<file path="src/rtl/el2_pmp_csr_if.sv">
// CSR request/response channel for the PMP register block.
// Ports: req valid/ready/we/addr/wdata, rsp valid/ready/rdata/err.
interface el2_pmp_csr_if;
    logic        csr_req_valid;
    logic        csr_req_ready;
    logic        csr_req_we;
    logic [11:0] csr_req_addr;
    logic [31:0] csr_req_wdata;
    logic        csr_rsp_valid;
    logic        csr_rsp_ready;
    logic [31:0] csr_rsp_rdata;
    logic        csr_rsp_err;

    modport master (
        output csr_req_valid, csr_req_we, csr_req_addr,
        output csr_req_wdata, csr_rsp_ready,
        input  csr_req_ready, csr_rsp_valid,
        input  csr_rsp_rdata, csr_rsp_err
    );

    modport slave (
        input  csr_req_valid, csr_req_we, csr_req_addr,
        input  csr_req_wdata, csr_rsp_ready,
        output csr_req_ready, csr_rsp_valid,
        output csr_rsp_rdata, csr_rsp_err
    );
endinterface

</file>
<file path="src/rtl/el2_pmp_csr.sv">
// PMP CSR file: pmpcfg/pmpaddr/mseccfg with lock rules, one-entry response.
// Ports: clk, rst (sync high), bus (slave), pmp_pmpcfg, pmp_pmpaddr, mseccfg.
module el2_pmp_csr #(
    parameter int PMP_ENTRIES     = 16,
    parameter int PMP_GRANULARITY = 0
) (
    input  logic                         clk,
    input  logic                         rst,
    el2_pmp_csr_if.slave                 bus,
    output logic [PMP_ENTRIES-1:0][7:0]  pmp_pmpcfg,
    output logic [PMP_ENTRIES-1:0][31:0] pmp_pmpaddr,
    output logic [2:0]                   mseccfg
);
    localparam int G  = PMP_GRANULARITY;
    localparam int GN = (G >= 2) ? G - 1 : 0;
    localparam int GO = (G >= 1) ? G : 0;
    // Read-only address bit masks implied by the granule size.
    localparam logic [31:0] NAPOT_ONES = (32'h1 << GN) - 32'h1;
    localparam logic [31:0] LOW_ZERO   = (32'h1 << GO) - 32'h1;

    typedef enum logic {IDLE, RESP} state_t;

    state_t      state;
    logic [31:0] rdata_q;
    logic        err_q;
    logic [31:0] rd_data;
    logic [3:0]  idx;
    logic        sel_cfg;
    logic        sel_addr;
    logic        sel_msec;
    logic        unmapped;
    logic        accept;
    logic        rlb;
    logic        mml;
    logic        any_lock;
    logic [PMP_ENTRIES-1:0] tor_lock;
    logic [2:0]  msec_next;
    logic [31:0] wd;

    assign bus.csr_req_ready = (state == IDLE) | bus.csr_rsp_ready;
    assign bus.csr_rsp_valid = (state == RESP);
    assign bus.csr_rsp_rdata = rdata_q;
    assign bus.csr_rsp_err   = err_q;

    assign accept = bus.csr_req_valid & bus.csr_req_ready;
    assign idx    = bus.csr_req_addr[3:0];
    assign wd     = bus.csr_req_wdata;

    assign sel_cfg  = (bus.csr_req_addr[11:4] == 8'h3A) &&
                      ({1'b0, idx} < 5'(PMP_ENTRIES / 4));
    assign sel_addr = (bus.csr_req_addr[11:4] == 8'h3B) &&
                      ({1'b0, idx} < 5'(PMP_ENTRIES));
    assign sel_msec = (bus.csr_req_addr == 12'h747);
    assign unmapped = ~(sel_cfg | sel_addr | sel_msec);

    assign mml = mseccfg[0];
    assign rlb = mseccfg[2];

    always_comb begin
        any_lock = 1'b0;
        for (int e = 0; e < PMP_ENTRIES; e++) begin
            any_lock = any_lock | pmp_pmpcfg[e][7];
        end
    end

    // A locked TOR entry also protects the base address held in the entry below.
    always_comb begin
        tor_lock = '0;
        for (int e = 0; e < PMP_ENTRIES - 1; e++) begin
            tor_lock[e] = pmp_pmpcfg[e+1][7] &
                          (pmp_pmpcfg[e+1][4:3] == 2'b01);
        end
    end

    // RLB can only be raised while no entry is locked.
    assign msec_next = {wd[2] & (rlb | ~any_lock),
                        mseccfg[1] | wd[1],
                        mseccfg[0] | wd[0]};

    function automatic logic [7:0] cfg_next(
        input logic [7:0] o,
        input logic [7:0] n,
        input logic       rlb_i,
        input logic       mml_i
    );
        logic       skip;
        logic       w_only;
        logic [1:0] a;
        w_only = n[1] & ~n[0];
        skip   = (o[7] & ~rlb_i) |
                 (~mml_i & w_only) |
                 (mml_i & ~rlb_i & n[7] & (n[2] | w_only));
        // NA4 is not selectable once the granule exceeds 4 bytes.
        a = ((G >= 1) && (n[4:3] == 2'b10)) ? o[4:3] : n[4:3];
        return skip ? o : {n[7], 2'b00, a, n[2:0]};
    endfunction

    function automatic logic [31:0] addr_rd(
        input logic [31:0] a,
        input logic [7:0]  c
    );
        logic [31:0] r;
        r = a;
        if (c[4:3] == 2'b11) begin
            r = a | NAPOT_ONES;
        end else if (!c[4]) begin
            r = a & ~LOW_ZERO;
        end
        return r;
    endfunction

    always_comb begin
        rd_data = '0;
        unique case (1'b1)
            sel_cfg: begin
                for (int e = 0; e < PMP_ENTRIES; e++) begin
                    if (idx == 4'(e / 4)) begin
                        rd_data[8*(e%4) +: 8] = pmp_pmpcfg[e];
                    end
                end
            end
            sel_addr: begin
                for (int e = 0; e < PMP_ENTRIES; e++) begin
                    if (idx == 4'(e)) begin
                        rd_data = addr_rd(pmp_pmpaddr[e], pmp_pmpcfg[e]);
                    end
                end
            end
            sel_msec: rd_data = {29'd0, mseccfg};
            default:  rd_data = '0;
        endcase
    end

    always_ff @(posedge clk) begin
        if (rst) begin
            state       <= IDLE;
            rdata_q     <= '0;
            err_q       <= 1'b0;
            pmp_pmpcfg  <= '0;
            pmp_pmpaddr <= '0;
            mseccfg     <= '0;
        end else if (accept) begin
            state   <= RESP;
            rdata_q <= rd_data;
            err_q   <= unmapped;
            if (bus.csr_req_we && sel_cfg) begin
                for (int e = 0; e < PMP_ENTRIES; e++) begin
                    if (idx == 4'(e / 4)) begin
                        pmp_pmpcfg[e] <= cfg_next(pmp_pmpcfg[e],
                                                  wd[8*(e%4) +: 8],
                                                  rlb, mml);
                    end
                end
            end
            if (bus.csr_req_we && sel_addr) begin
                for (int e = 0; e < PMP_ENTRIES; e++) begin
                    if (idx == 4'(e) &&
                        !((pmp_pmpcfg[e][7] | tor_lock[e]) & ~rlb)) begin
                        pmp_pmpaddr[e] <= wd;
                    end
                end
            end
            if (bus.csr_req_we && sel_msec) begin
                mseccfg <= msec_next;
            end
        end else if (bus.csr_rsp_ready) begin
            state <= IDLE;
        end
    end
endmodule

</file>
<file path="src/flat_wrapper.sv">
// flat-port wrapper written by rule: the top's interface ports become plain ports
module el2_pmp_csr_flat 
#(
    parameter int PMP_ENTRIES     = 16,
    parameter int PMP_GRANULARITY = 0
)
  (clk, rst, pmp_pmpcfg, pmp_pmpaddr, mseccfg, bus_csr_req_valid, bus_csr_req_we, bus_csr_req_addr, bus_csr_req_wdata, bus_csr_rsp_ready, bus_csr_req_ready, bus_csr_rsp_valid, bus_csr_rsp_rdata, bus_csr_rsp_err);
  el2_pmp_csr_if bus_i ();
  input  logic clk;
  input  logic rst;
  output logic [PMP_ENTRIES-1:0][7:0] pmp_pmpcfg;
  output logic [PMP_ENTRIES-1:0][31:0] pmp_pmpaddr;
  output logic [2:0] mseccfg;
  input wire logic [$bits(bus_i.csr_req_valid)-1:0] bus_csr_req_valid;
  input wire logic [$bits(bus_i.csr_req_we)-1:0] bus_csr_req_we;
  input wire logic [$bits(bus_i.csr_req_addr)-1:0] bus_csr_req_addr;
  input wire logic [$bits(bus_i.csr_req_wdata)-1:0] bus_csr_req_wdata;
  input wire logic [$bits(bus_i.csr_rsp_ready)-1:0] bus_csr_rsp_ready;
  output wire logic [$bits(bus_i.csr_req_ready)-1:0] bus_csr_req_ready;
  output wire logic [$bits(bus_i.csr_rsp_valid)-1:0] bus_csr_rsp_valid;
  output wire logic [$bits(bus_i.csr_rsp_rdata)-1:0] bus_csr_rsp_rdata;
  output wire logic [$bits(bus_i.csr_rsp_err)-1:0] bus_csr_rsp_err;
  assign bus_i.csr_req_valid = bus_csr_req_valid;
  assign bus_i.csr_req_we = bus_csr_req_we;
  assign bus_i.csr_req_addr = bus_csr_req_addr;
  assign bus_i.csr_req_wdata = bus_csr_req_wdata;
  assign bus_i.csr_rsp_ready = bus_csr_rsp_ready;
  assign bus_csr_req_ready = bus_i.csr_req_ready;
  assign bus_csr_rsp_valid = bus_i.csr_rsp_valid;
  assign bus_csr_rsp_rdata = bus_i.csr_rsp_rdata;
  assign bus_csr_rsp_err = bus_i.csr_rsp_err;
  el2_pmp_csr #(.PMP_ENTRIES(PMP_ENTRIES), .PMP_GRANULARITY(PMP_GRANULARITY)) u_core (.clk(clk), .rst(rst), .bus(bus_i), .pmp_pmpcfg(pmp_pmpcfg), .pmp_pmpaddr(pmp_pmpaddr), .mseccfg(mseccfg));
endmodule
</file>
<file path="config.mk">
export PLATFORM = sky130hd
export DESIGN_NAME = el2_pmp_csr_flat
export DESIGN_NICKNAME = d
export VERILOG_FILES = /design/src/rtl/el2_pmp_csr_if.sv /design/src/rtl/el2_pmp_csr.sv /design/src/flat_wrapper.sv
export SDC_FILE = /design/constraint.sdc
export NUM_CORES = 2
export LEC_CHECK = 0
export ABC_CLOCK_PERIOD_IN_PS = 3400
export CORE_AREA = 2 2 281 283
export CTS_BUF_LIST = sky130_fd_sc_hd__clkbuf_2 sky130_fd_sc_hd__clkbuf_4 sky130_fd_sc_hd__clkbuf_8
export DETAILED_ROUTE_END_ITERATION = 8
export DIE_AREA = 0 0 283 285
export GPL_TIMING_DRIVEN = 1
export SLEW_MARGIN = 20
export SYNTH_ARGS = -nofsm -noshare
export SYNTH_HDL_FRONTEND = slang
export SYNTH_SLANG_ARGS = --single-unit
</file>
<file path="constraint.sdc">
create_clock -name clk -period 3.4 [get_ports clk]
set_input_delay 1.02 -clock clk [delete_from_list [all_inputs] [get_ports clk]]
set_output_delay 1.02 -clock clk [all_outputs]
set_load 0.05 [all_outputs]
</file>
==> Word level (Yosys, flattened, before mapping) <==
Index checks and enable logic that the tools add are counted.
{ "word_totals": {"reg_bits": 645, "inputBits": 49, "word_cells": 338} }
{ "op_classes": {"order_cmp": 1, "eq_ne": 33, "mux": 35, "n_bitwise": 162, "reduce_logical": 71} }
{ "ops": {"columns": ["cell", "n"], "rows": [
  ["32-bit two-way mux", 16],
  ["8-bit two-way mux", 16],
  ["32-bit case mux with 3 select lines", 1],
  ["1-bit OR", 72],
  ["1-bit bitwise AND", 65],
  ["4-bit AND reduction", 16],
  ["3-bit AND reduction", 16],
  ["4-bit equality test (second input constant)", 8],
  ["2-bit by 1-bit equality test with 1-bit output (second input constant)", 15],
  ["1-bit NOT", 25],
  ["1-bit logical AND", 20],
  ["4-bit by 3-bit equality test with 1-bit output (second input constant)", 4],
  ["8-bit by 6-bit equality test with 1-bit output (second input constant)", 2],
  ["1-bit logical NOT", 16],
  ["12-bit by 11-bit equality test with 1-bit output (second input constant)", 1],
  ["4-bit by 2-bit equality test with 1-bit output (second input constant)", 2],
  ["4-bit by 1-bit equality test with 1-bit output (second input constant)", 1],
  ["4-bit logical NOT", 1],
  ["4-bit by 3-bit less-than comparator with 1-bit output (second input constant)", 1],
  ["1-bit two-way mux", 2],
  ["2-bit AND reduction", 1],
  ["2-bit nonzero test", 1]
]} }

==> Depth between registers and ports, before layout <==
{ "logic_depth": {"depth_word": 18, "ltp_mapped": 10, "ltp_nobuf": 6} }

==> Least setup slack after synthesis <==
OpenSTA, ideal clock, no wires.
{ "synth_timing": {"kind": "input -> register", "start": "input port bus_csr_rsp_ready", "end": "register u_core.pmp_pmpaddr[418] in the netlist's numbering", "setup_ns": 0.132, "arrival_ns": 3.020, "path_slack_ns": 0.248, "stages": 9, "n_path_buf": 3, "cell_sequence": "nand2b_1 and2_1 clkbuf_1 nand3_2 or4_1 clkbuf_1 buf_2 nand2_1 a21oi_1"} }
{ "synth_between": {"elab_chain_cells": 3} }
{ "synth_rtl": {"columns": ["item", "line_no", "source"], "rows": [
  ["start: declaration", "flat_wrapper.sv:18", "input wire logic [$bits(bus_i.csr_rsp_ready)-1:0] bus_csr_rsp_ready;"],
  ["1-bit OR", "el2_pmp_csr.sv:40", "assign bus.csr_req_ready = (state == IDLE) | bus.csr_rsp_ready;"],
  ["1-bit bitwise AND", "el2_pmp_csr.sv:45", "assign accept = bus.csr_req_valid & bus.csr_req_ready;"],
  ["3-bit AND reduction (no source line)", null, null],
  ["end signal: indexed assignment", "el2_pmp_csr.sv:159", "pmp_pmpaddr[e] <= wd;"],
  ["end: declaration", "el2_pmp_csr.sv:11", "output logic [PMP_ENTRIES-1:0][31:0] pmp_pmpaddr,"]
]} }
Every way passes these cells.
A chain may end at the register's enable or synchronous reset.

==> Final worst setup path <==
{ "layout_timing": {"start": "register u_core.pmp_pmpcfg[7] in the netlist's numbering", "end": "output port pmp_pmpcfg[7] in the netlist's numbering"} }
{ "layout_rtl": {"columns": ["item", "line_no", "source"], "rows": [
  ["start: declaration", "el2_pmp_csr.sv:10", "output logic [PMP_ENTRIES-1:0][7:0] pmp_pmpcfg,"],
  ["start signal: indexed assignment", "el2_pmp_csr.sv:149", "pmp_pmpcfg[e] <= cfg_next(pmp_pmpcfg[e],"],
  ["end: declaration", "flat_wrapper.sv:11", "output logic [PMP_ENTRIES-1:0][7:0] pmp_pmpcfg;"]
]} }
No word-level cell between the ends.

==> impl_metrics.yaml <==
power_and_ir_drop:
  leakage_nw: 16.9
  finalPower_mw: 16.7
  peakVddDrop_mv: 0.295
  power_density_nw_per_um2: 399
synth:
  yosysMostFrequentCell: "dfxtp_1"
  synth_commonest_cells: "645 x dfxtp_1, 547 x nor2_1, 504 x mux2i_1"
  yosys-top-cells-area: "dfxtp_1 43%, mux2i_1 17%, nor2_1 6.9%"
  syn-instance-count: 3398
  yosysWarnings: 0
  yosys.area.top_type: "dfxtp_1"
  synth_top_area_frac: 0.433
  ys_ff_latch: 645
  synth_ff_type: "dfxtp_1"
  postSynth.asyncResetShare: 0
  synth_cell_types: 81
  synth_seq_area_share: 0.433
  synth.avg_cell_area_um2: 8.77
  synth_edf_count: 0
  syn_area_um2: 29800
worst_setup_path:
  critPathLaunchType: "register"
  max_stage_delay_ps: 900
  path_max_fanout: 6
  required_ps: 2380
  endpoint_kind: "output port"
  path_delay_family: "buffers and inverters"
  cp_slowest_cell: "clkdlybuf4s50_1"
  regToRegStartpoint: "u_core.mseccfg[2]"
  crit_arrival_ps: 2250
  critPathKind: "register to output port"
  cp_num_buf_inv: 1
  worstSetupStartpoint: "u_core.pmp_pmpcfg[7]"
  path_cells: "clkdlybuf4s50_1"
sta:
  period_minus_slack_ps: 3270
  worst_slew_pin_slew_ps: 1030
  report.final.slew_viol_count: 0
  fin_ws_ps: 133
  holdWs_ps: 470
  period_share: 0.961
  setup_tns_ps: 0
  final-setup-viol-count: 0
  relSlewSlack: 0.314
  finalHoldViolCount: 0
  max_freq_ghz: 0.306
  rsz0062_at_grt: "no"
  fin_skew_ps: 43.6
cts:
  clock_latency_ps: 750
  cts_buffers: 111
  max-clock-path-buffers: 3
  postCtsSetupRepairBufs: 0
  cts_tree: "done"
  cts_num_sinks: 645
  ctsResizeCount: 0
  htreeDepth: 3
  clk_pin_slew_ps: 60
  clockRootBuffer: "clkbuf_8"
  cts_hold_buf: 0
cells_and_area:
  syn2layout_area_growth_pct: 40.4
  fin_nets: 4189
  layout-drive-gt1-share: 0.139
  final_area_um2: 41800
  nFillCells: 7326
route:
  drt_iter0_markers: 3826
  ant_nets: 0
  via_count: 30600
  vias_per_cell: 5.79
  wl_per_cell_um: 29.5
  drc: 0
  drt-pass1-iter-count: 7
  routed_wl_um: 156000
floorplan:
  die_w_um: 283
  initial_core_util: 0.382
  die_h_um: 285
  ios: 727
  core-area_um2: 78000
  num_rows: 103
  die-area_um2: 80700
place:
  gp_congestion: 0.949
  place_ws_ps: -55.7
  dp_hpwl_um: 115000
  io_buffer_count: 694
  place_area_um2: 39400
worst_hold_path:
  min_path_type: "register to register"
  min_from: "u_core.pmp_pmpaddr[423]"
run_status:
  status: "complete, no violations"
grt:
  grt_usage: 0.368
  grt_pass1_vias: 28400
  grt_max_degree: 156
  antenna_found_initial: 1
  grt_pass1_wl_um: 217000
  gr-total-overflow: 0
flow_run:
  cap_violations: 0
==> state kept, by name, summed over array words and instances (netlist names) <==
register,count
u_core.pmp_pmpaddr,512
u_core.pmp_pmpcfg,96
u_core.bus.csr_rsp_rdata,32
u_core.mseccfg,3
u_core.bus.csr_rsp_err,1
u_core.bus.csr_rsp_valid,1
==> cell type report <==
type,instances,area [µm²],area share
multi-input cells,2386,15300,0.367
flip-flops and latches,645,12900,0.309
repair buffers,969,9750,0.233
clock buffers,181,2250,0.0539
well taps,1050,1310,0.0314
clock inverters,18,153,0.00365
inverters,27,101,0.00242
diodes,1,2.50,0.0000598
==> placed cells by master, fill, tap and decap left out, types with 37 or more instances in the layout <==
cell	instances
clkdlybuf4s50_1	687
dfxtp_1	645
nor2_1	547
mux2i_1	504
nand2_1	376
a21oi_1	306
buf_4	220
clkbuf_8	144
o21ai_0	112
buf_12	59
mux4_2	38
clkbuf_4	38
nand3_1	37
==> per-stage QoR <==
stage,instances,utilization
final,5277,0.537
after global routing,5277,0.537
after CTS,5276,0.537
after detailed placement,5077,0.506
after global placement,5077,0.506
after floorplan,3429,-
==> metal layers <==
| layer | vias up | routed length, µm | track usage |
|---|---|---|---|
| met2 | 1933 | 69400 | 0.580 |
| met3 | 372 | 16300 | 0.102 |
| met5 | - | 0 | 0 |
| met1 | 15000 | 62500 | 0.472 |
| li1 | 13300 | - | - |
| met4 | 0 | 7520 | 0.157 |
==> cell families after synthesis <==
logic type / after synthesis / synth area share
simple gates: 1106 / 0.156
mux: 566 / 0.207
flops: 645 / 0.433
other cells: 1 / 0.000126
compound gates: 682 / 0.142
buf+inv: 398 / 0.0612
==> power breakdown <==
part | internal, mW | switching (mW) | leakage [nW] | total, mW
combinational | 0.399 | 1.02 | 10.4 | 1.42
sequential | 7.56 | 0.00320 | 5.19 | 7.56
clock | 4.21 | 3.49 | 1.28 | 7.70
total | 12.2 | 4.51 | 16.9 | 16.7
==> final timing paths <==
path | slack [ps] | cells past startpoint | end
worst max-delay path | 130 | 1 | pmp_pmpcfg[7]
worst min-delay path | 470 | 2 | u_core.pmp_pmpaddr[423]
worst max register to register | 1150 | 7 | u_core.pmp_pmpaddr[349]
worst min register to register | 470 | 2 | u_core.pmp_pmpaddr[423]
Power figures use the tool's default switching activity.
